File: src/rtl/fp_unpacker.sv
// fp_unpacker: splits a packed IEEE-754 operand into sign, unbiased exponent,
// explicit-hidden-bit significand and class, normalizing denormals one bit per cycle.
module fp_unpacker (
    input  logic        clk,
    input  logic        reset,
    input  logic        in_valid,
    output logic        in_ready,
    input  logic [63:0] op,
    input  logic        P,
    output logic        out_valid,
    input  logic        out_ready,
    output logic        sign,
    output logic [11:0] exp,
    output logic [52:0] mant,
    output logic [3:0]  cls,
    output logic        snan,
    output logic [5:0]  nshift
);
    typedef enum logic [1:0] {IDLE, NORM, DONE} state_t;
    state_t      state_q, state_d;
    logic        sign_q, sign_d, snan_q, snan_d;
    logic [11:0] exp_q, exp_d;
    logic [52:0] mant_q, mant_d;
    logic [3:0]  cls_q, cls_d;
    logic [5:0]  nshift_q, nshift_d;
    logic [10:0] ef;
    logic        ef_max, ef_zero, frac_nz;
    logic [52:0] frac;
    logic [11:0] bias;
    // Single-precision fraction lands at mant[51:29] so both formats share one datapath.
    assign ef      = P ? {3'b0, op[62:55]} : op[62:52];
    assign ef_max  = P ? &op[62:55] : &op[62:52];
    assign ef_zero = ef == 11'd0;
    assign frac    = P ? {1'b0, op[54:32], 29'b0} : {1'b0, op[51:0]};
    assign frac_nz = |frac;
    assign bias    = P ? 12'd127 : 12'd1023;
    always_comb begin
        state_d  = state_q;
        sign_d   = sign_q;
        snan_d   = snan_q;
        exp_d    = exp_q;
        mant_d   = mant_q;
        cls_d    = cls_q;
        nshift_d = nshift_q;
        case (state_q)
            IDLE: if (in_valid) begin
                sign_d   = op[63];
                nshift_d = 6'd0;
                mant_d   = frac;
                snan_d   = 1'b0;
                exp_d    = 12'd0;
                if (ef_max) begin
                    cls_d   = frac_nz ? 4'b1000 : 4'b0100;
                    snan_d  = frac_nz & ~frac[51];
                    state_d = DONE;
                end else if (ef_zero) begin
                    cls_d   = frac_nz ? 4'b0010 : 4'b0001;
                    exp_d   = frac_nz ? 12'd1 - bias : 12'd0;
                    state_d = frac_nz ? NORM : DONE;
                end else begin
                    cls_d   = 4'b0000;
                    mant_d  = frac | {1'b1, 52'b0};
                    exp_d   = {1'b0, ef} - bias;
                    state_d = DONE;
                end
            end
            NORM: begin
                mant_d   = mant_q << 1;
                exp_d    = exp_q - 12'd1;
                nshift_d = nshift_q + 6'd1;
                state_d  = mant_q[51] ? DONE : NORM;
            end
            DONE:    state_d = out_ready ? IDLE : DONE;
            default: state_d = IDLE;
        endcase
    end
    always_ff @(posedge clk or posedge reset) begin
        if (reset) begin
            state_q  <= IDLE;
            sign_q   <= 1'b0;
            snan_q   <= 1'b0;
            exp_q    <= 12'd0;
            mant_q   <= 53'd0;
            cls_q    <= 4'd0;
            nshift_q <= 6'd0;
        end else begin
            state_q  <= state_d;
            sign_q   <= sign_d;
            snan_q   <= snan_d;
            exp_q    <= exp_d;
            mant_q   <= mant_d;
            cls_q    <= cls_d;
            nshift_q <= nshift_d;
        end
    end
    assign in_ready  = state_q == IDLE;
    assign out_valid = state_q == DONE;
    assign sign      = sign_q;
    assign exp       = exp_q;
    assign mant      = mant_q;
    assign cls       = cls_q;
    assign snan      = snan_q;
    assign nshift    = nshift_q;
endmodule

File: config.mk
export PLATFORM = sky130hd
export DESIGN_NAME = fp_unpacker
export DESIGN_NICKNAME = d
export VERILOG_FILES = /design/src/rtl/fp_unpacker.sv
export SDC_FILE = /design/constraint.sdc
export NUM_CORES = 1
export LEC_CHECK = 0
export BUFFER_PORTS_ARGS = -buffer_cell sky130_fd_sc_hd__buf_2
export CORE_UTILIZATION = 46
export CTS_BUF_LIST = sky130_fd_sc_hd__clkbuf_16
export DETAILED_ROUTE_END_ITERATION = 16
export PLACE_DENSITY = 0.77
export SLEW_MARGIN = 40
export SYNTH_ARGS = -nofsm -noshare
export SYNTH_HDL_FRONTEND = slang
export SYNTH_SLANG_ARGS = --single-unit
File: constraint.sdc
create_clock -name clk -period 2.3 [get_ports clk]
set_input_delay 0.115 -clock clk [delete_from_list [all_inputs] [get_ports clk]]
set_output_delay 0.115 -clock clk [all_outputs]
set_load 0.05 [all_outputs]
==> results of run 1 <==
path summary, 6_finish.rpt:
check	start	endpoint	slack (ps)	cells past startpoint
min in group asynchronous	reset	mant[40]	400	4
hold / removal	op[11]	mant[11]	20	3
setup / recovery	exp[2]	exp[11]	380	6
max in group asynchronous	reset	exp[11]	1540	4
setup reg to reg	exp[2]	exp[11]	380	6
hold reg to reg	sign	sign	480	2
what timing repair did:
action                                 CTS  global route
endpoints found under the hold margin   80             0
hold buffers                             2             0
gates resized for setup                  0             0
metrics by stage:
step	setup WS [ps]	std cells	total power, mW	TNS [ps]
after detailed placement	153.0	732	3.778	0
after global routing	233.7	750	5.433	0
after CTS	381.1	750	5.224	0
final	375.3	750	5.199	0
after global placement	188.6	732	3.756	0
after floorplan	-2.407	480	3.246	-2.407
per-layer routing:
layer  GRT usage  wire (µm)  vias to the layer above
met3     0.05919        959                       17
met4     0.08361        203                        0
met5           0          0                        -
li1            -          -                     2054
met1      0.3733       5687                     2093
met2      0.4157       5933                      192
worst min-delay path, cell delays in order:
cell and delay, ps:
buf_2 90, a22oi_1 60, nand2_1 60
kinds of logic after synthesis:
group	after synthesis	share of synthesized area
adders and majority gates	4	0.01123
muxes	29	0.06543
AOI/OAI and AO/OA	115	0.2002
and+or+nand+nor	197	0.2123
buffers and inverters	43	0.04156
xor gates and xnor gates	13	0.02555
DFF	79	0.4437
cell usage after synthesis (2+ instances only):
library cell / number / area [µm²]
clkbuf_1: 22 / 82.58
inv_1: 8 / 30.03
a22oi_1: 28 / 210.2
nand2b_1: 5 / 31.28
a211oi_1: 3 / 22.52
mux2i_1: 28 / 280.3
or4_1: 3 / 22.52
dfrtp_1: 79 / 1977
nor2b_1: 2 / 12.51
ha_1: 4 / 50.05
nor4_1: 12 / 75.07
a221o_1: 25 / 250.2
nor3_1: 9 / 45.04
o21ai_0: 17 / 85.08
o31ai_1: 2 / 15.01
o22ai_1: 5 / 31.28
a21oi_1: 6 / 30.03
o211ai_1: 5 / 37.54
a31oi_1: 5 / 31.28
a31o_2: 2 / 17.52
o21a_1: 2 / 15.01
nand4_1: 7 / 43.79
xor2_1: 5 / 43.79
o221ai_1: 2 / 17.52
nand3_1: 14 / 70.07
buf_2: 9 / 45.04
nor2_1: 40 / 150.1
nand2_1: 88 / 330.3
nand4b_1: 3 / 26.28
xnor2_1: 8 / 70.07
nor2_2: 2 / 12.51
state kept, by name, indices dropped and copies added (netlist names):
| name | cells |
|---|---|
| cls | 4 |
| exp | 12 |
| mant | 53 |
| nshift | 6 |
| sign | 1 |
| snan | 1 |
| state_q | 2 |
cells in the final DEF, fill, tap and decap left out, types with 3 or more instances in the layout:
| cell type | netlist | layout |
|---|---|---|
| nand2_1 | 88 | 88 |
| nor3_1 | 9 | 9 |
| ha_1 | 4 | 4 |
| nand4b_1 | 3 | 3 |
| xor2_1 | 5 | 5 |
| nor2_1 | 40 | 38 |
| dfrtp_1 | 79 | 79 |
| nand4_1 | 7 | 7 |
| a31oi_1 | 5 | 5 |
| a211oi_1 | 3 | 3 |
| o21ai_0 | 17 | 17 |
| clkbuf_16 | 0 | 9 |
| or4_1 | 3 | 3 |
| buf_4 | 1 | 9 |
| a21oi_1 | 6 | 6 |
| o22ai_1 | 5 | 5 |
| nand2b_1 | 5 | 5 |
| inv_1 | 8 | 7 |
| mux2i_1 | 28 | 28 |
| a221o_1 | 25 | 25 |
| a22oi_1 | 28 | 28 |
| xnor2_1 | 8 | 8 |
| nor4_1 | 12 | 12 |
| nor2_2 | 2 | 3 |
| nand3_1 | 14 | 14 |
| o211ai_1 | 5 | 5 |
| buf_2 | 9 | 147 |
area by class of cell:
type	instances	area, µm²
Timing Repair Buffer	160	863.3
Multi-Input combinational cell	358	2311
Clock inverter	7	71.32
Inverter	8	31.28
Tap cell	129	161.4
Clock buffer	9	225.2
Fill cell	838	3687
Sequential cell	79	1977
where the power goes:
| group | switching [mW] | internal, mW |
|---|---|---|
| Sequential | 0.258 | 1.63 |
| Clock | 0.598 | 0.841 |
| Combinational | 1.36 | 0.514 |
==> results.ini, run 1 <==
[worst_setup_path]
crit_arrival_ps=2140
cp_top_family=simple AND/OR/NAND/NOR gates
required_ps=2510
path_buf_inv=0
path_cells=nor3_4 -> nand2_1 -> or4b_4 -> nor4_4 -> xnor2_1 -> o22ai_1
worstSetupEndpointType=register
worst_setup_path_start_kind=register
cpMaxStageDelayCell=or4b_4
path_class=register to register
max_stage_delay_ps=530
cp_max_fo=6

[timing]
slew_viol_final=0
hold_violations=0
finalCritPeriodShare=0.8368
worst_pin_slew_ps=487.6
period_needed_ps=1925
rsz0062_at_grt=false
whs_ps=16.46
setup_viol=0
max_freq_mhz=519.6
slew_headroom=0.6657
worst_clock_skew_ps=7.871

[synth]
yosysSeqAreaShare=0.4437
synth-seq-cells=79
yosys_most_used_dff=dfrtp_1
ys_async_sr_fraction=1.000
synth_edf_count=0
synth_nets=553
yosysWarningCount=0
syn_avg_cell_area_um2=9.282
syn_inst=480
synth_cell_types=61
synth_area_um2=4456

[route]
post_drt_via_cell_ratio=5.808
dr.pass1.iters=5
drc=0
vias=4356
routed_wl_um=12780
drtAntennaViolNets=0
route.detailed.wl_per_inst_um=17.04
drt_iter0_markers=233

[floorplan]
die_h_um=100.4
core_um2=9328
fp-row-count=35
start_util=0.4777
io_pins=148
die_x_um=100.4
die_area_um2=10080

[clock_tree]
cts_tree=yes
cts_buffers=9
clock_sinks=79
clock_latency_ps=330
postCtsSetupRepairBufs=0
root_buffer=clkbuf_16
clk_pin_slew_ps=60
clockBufferDepth=2
cts-htree-levels=3

[final_layout]
final_util=0.6047
diodes=0
post-route-cell-area_um2=5640
drive_above_1_share=0.3092
area_growth_pct=26.59
num-nets-final=689

[worst_hold_path]
hold_class=input pin to register

[placed_design]
place_congestion=0.9808
place_area_um2=5324
dp_hpwl_um=9282
port_buffers=147

[pwr]
p_per_area_nw_per_um2=921.7
vdd_drop_max_mv=0.4614
p_leak_nw=2.799

[global_route]
grt_pass1_vias=4137
grt_antenna_before_repair=0
track_usage=0.2675
grt_max_degree=80
grt_pass1_wl_um=21100
grt_overflow=0

[status]
status=finished clean

[run]
max-cap-violations=0

Power figures use the tool's default switching activity.
==> run 2, diff against run 1 <==
ABC_AREA = 1   (was unset)
CORE_UTILIZATION = 47   (was 46)
clock period = 1.69 ns   (was 2.3 ns; I/O delays follow)
==> run 2 against run 1 <==
  * Flip-flop and latch count unchanged
  * Hold slack about the same
  * Power rose by 110%
  * Global-route usage rose by 0.63 points
  * Wire length up 11%
  * Sequential power grew 74%
  * Critical path type unchanged
  * Critical endpoint is now exp[6]
==> results.ini, run 2 <==
[pwr]
p_seq_frac=0.301  ; -0.062
intPower_mw=5.243  ; +76%
p_switching_mw=5.681  ; +160%
p_leak_nw=3.403  ; +22%
clkPwrFrac=0.189  ; -0.088
netSwitchingFraction=0.5200  ; +0.09376
power_frac_comb=0.511  ; +0.151
vdd_drop_max_mv=1.042  ; +130%
p_per_area_nw_per_um2=1733  ; +88%

[timing]
setup_viol=0  ; unchanged
tns_ps=0  ; unchanged
period_needed_ps=1682  ; -242.4 ps
setup_slack_ps=7.680  ; -367.6 ps
slew_headroom=0.7012  ; +0.03553
worst_pin_slew_ps=448.2  ; -39.35 ps
worst_clock_skew_ps=7.315  ; -0.5559 ps
whs_ps=15.99  ; -0.4710 ps
finalCritPeriodShare=0.9955  ; +0.1586
slew_viol_final=0  ; unchanged
rsz0062_at_grt=true
max_freq_mhz=594.4  ; +14%
hold_violations=0  ; unchanged

[floorplan]
die_h_um=102.4  ; +2.0%
die_x_um=102.4  ; +2.0%
start_util=0.4845  ; +0.006845
io_pins=148  ; unchanged
fp-row-count=36  ; +2.9%
core_um2=9774  ; +4.8%
die_area_um2=10480  ; +4.0%

[route]
drc=0  ; unchanged
route.detailed.wl_per_inst_um=14.28  ; -16%
drtAntennaViolNets=0  ; unchanged
drt_iter0_markers=301  ; +29%
routed_wl_um=14150  ; +11%
vias=5238  ; +20%
post_drt_via_cell_ratio=5.286  ; -9.0%
dr.pass1.iters=6  ; +1

[synth]
ys_async_sr_fraction=1.000  ; unchanged
synth_edf_count=0  ; unchanged
synth_commonest_cells=nand2_1, dfrtp_1, inv_1
yosys_most_used_dff=dfrtp_1
syn_inst=672  ; +40%
synth_cell_types=36  ; -41%
yosysSeqAreaShare=0.4174  ; -0.02626
yosysWarningCount=0  ; unchanged
synthTopCellsByArea=dfrtp_1, nand2_1, nand3_1
syn_avg_cell_area_um2=7.047  ; -24%
synthMostInstantiatedCell=nand2_1
synth_top_area_frac=0.4174  ; -0.02626
synth_area_um2=4736  ; +6.3%
synth_top_cell_by_area=dfrtp_1
synth_nets=745  ; +35%
synth-seq-cells=79  ; unchanged

[final_layout]
diodes=0  ; unchanged
num-nets-final=926  ; +34%
fill_cells=887  ; +5.8%
final_util=0.6450  ; +0.04034
layout_commonest_cell=nand2_1
largest_reg_flops=53  ; unchanged
drive_above_1_share=0.2914  ; -0.01780
layout_common_cells=nand2_1, buf_2, dfrtp_1
area_growth_pct=33.13

[worst_setup_path]
crit_arrival_ps=1920  ; -220 ps
reg2reg_slack_ps=8  ; -370 ps
reg2regPathDepth=9  ; +3
r2r_start=exp[0]
worst_setup_path_start_kind=register
worstSetupEndpointType=register
rr_endpoint=exp[6]
cp_max_fo=5  ; -1
path_class=register to register
required_ps=1920  ; -590 ps

[placed_design]
place_ws_ps=-67.03  ; -220.0 ps
port_buffers=147  ; unchanged
place_congestion=0.8782  ; -10%
dp_hpwl_um=10510  ; +13%

[clock_tree]
clock_latency_ps=330  ; about the same
clk_pin_slew_ps=60  ; about the same
clockBufferDepth=2  ; unchanged
cts_buffers=9  ; unchanged
clock_sinks=79  ; unchanged
cts-htree-levels=3  ; unchanged
root_buffer=clkbuf_16
cts_tree=yes
postCtsSetupRepairBufs=0  ; unchanged

[status]
status=finished clean

[global_route]
grt_max_degree=80  ; unchanged
track_usage=0.2737  ; +0.006254
grt_pass1_vias=4789  ; +16%
grt_antenna_before_repair=0  ; unchanged
grt_overflow=0  ; unchanged
grt_pass1_wl_um=22480  ; +6.5%

[worst_hold_path]
holdPathStages=3  ; unchanged
hold_class=input pin to register
hold_end=mant[3]
hp-start=op[3]

[run]
max-cap-violations=0  ; unchanged

[run 2: cell count changes after synthesis, sizes merged, moves of 25 or more]
cell   before  now
inv         8   75
nand3      15   63
o21ai      18   45
a221o      25    0
nand2      88  259
a22oi      28    0
mux2i      28    1
[run 2: routing by layer]
layer / up-vias / share of wire / wire length (µm) / global-route usage
met4: 0 / 0.016 / 222 / 0.08791
met1: 2449 / 0.43 / 6065 / 0.3681
li1: 2548 / - / - / -
met5: - / 0 / 0 / 0
met2: 216 / 0.49 / 6947 / 0.4559
met3: 25 / 0.064 / 912 / 0.03830
[run 2: final cells by class]
type | count | area, µm² | area share
Clock inverter | 7 | 88.84 | 0.01409
Sequential cell | 79 | 1979 | 0.3140
Tap cell | 133 | 166.4 | 0.02639
Inverter | 75 | 290.3 | 0.04604
Multi-Input combinational cell | 485 | 2369 | 0.3757
Clock buffer | 9 | 225.2 | 0.03572
Timing Repair Buffer | 203 | 1186 | 0.1881
[run 2: kinds of logic (layout without fill, tap and decap cells)]
kind of cell / count (synthesis) / count (layout) / share of synthesized area
AOI/OAI and AO/OA: 105 / 105 / 0.1435
and+or+nand+nor: 373 / 373 / 0.3236
adders and majority gates: 4 / 4 / 0.01057
buffers and inverters: 108 / 294 / 0.09908
DFF: 79 / 79 / 0.4174
xor gates and xnor gates: 2 / 2 / 0.003699
muxes: 1 / 1 / 0.002114
[run 2: how the worst max path moves through the flow]
stage	start	depth (start not counted)	slack (ps)	to
2_1_floorplan	state_q[0]	7	10	mant[0]
3_3_place_gp	P	15	-4	exp[11]
3_5_place_dp	P	11	-70	cls[0]
4_1_cts	exp[0]	8	6	exp[10]
5_1_grt	exp[1]	9	-60	exp[6]
6_report	exp[0]	9	8	exp[6]
[run 2: per-stage QoR]
| stage | std cells | power [mW] | area [µm²] |
|---|---|---|---|
| 6_report | 991 | 10.92 | 6305 |
| 2_1_floorplan | 672 | 7.258 | 4765 |
| 3_5_place_dp | 973 | 8.775 | 5927 |
| 5_1_grt | 991 | 11.50 | 6305 |
| 4_1_cts | 991 | 10.88 | 6267 |
| 3_3_place_gp | 973 | 8.684 | 5927 |
[run 2: critical path: stages (launching register included)]
cell and delay, ps:
dfrtp_2 430, inv_2 90, ha_4 140, nand3_2 120, nor3_4 300, xor2_1 190, nand2_1 70, o21ai_1 70
nand2_1 70, o21ai_0 100
[run 2: repair_timing]
item / in CTS / in global routing
gates resized for setup: 1 / 10
hold endpoints to repair: 80 / 0
endpoints found under the setup margin: 3 / 4
gates cloned: 0 / 0
pin swaps: 0 / 3
hold buffers: 2 / 0
[run 2: power groups by stage]
| stage | combinational [mW] | sequential [mW] | clock [mW] |
|---|---|---|---|
| 3_3_place_gp | 5.44 | 3.24 | 0 |
| 3_5_place_dp | 5.50 | 3.28 | 0 |
| 5_1_grt | 5.94 | 3.38 | 2.18 |
| 4_1_cts | 5.52 | 3.26 | 2.09 |
| 2_1_floorplan | 1.55 | 5.71 | 0 |
| 6_report | 5.58 | 3.28 | 2.06 |
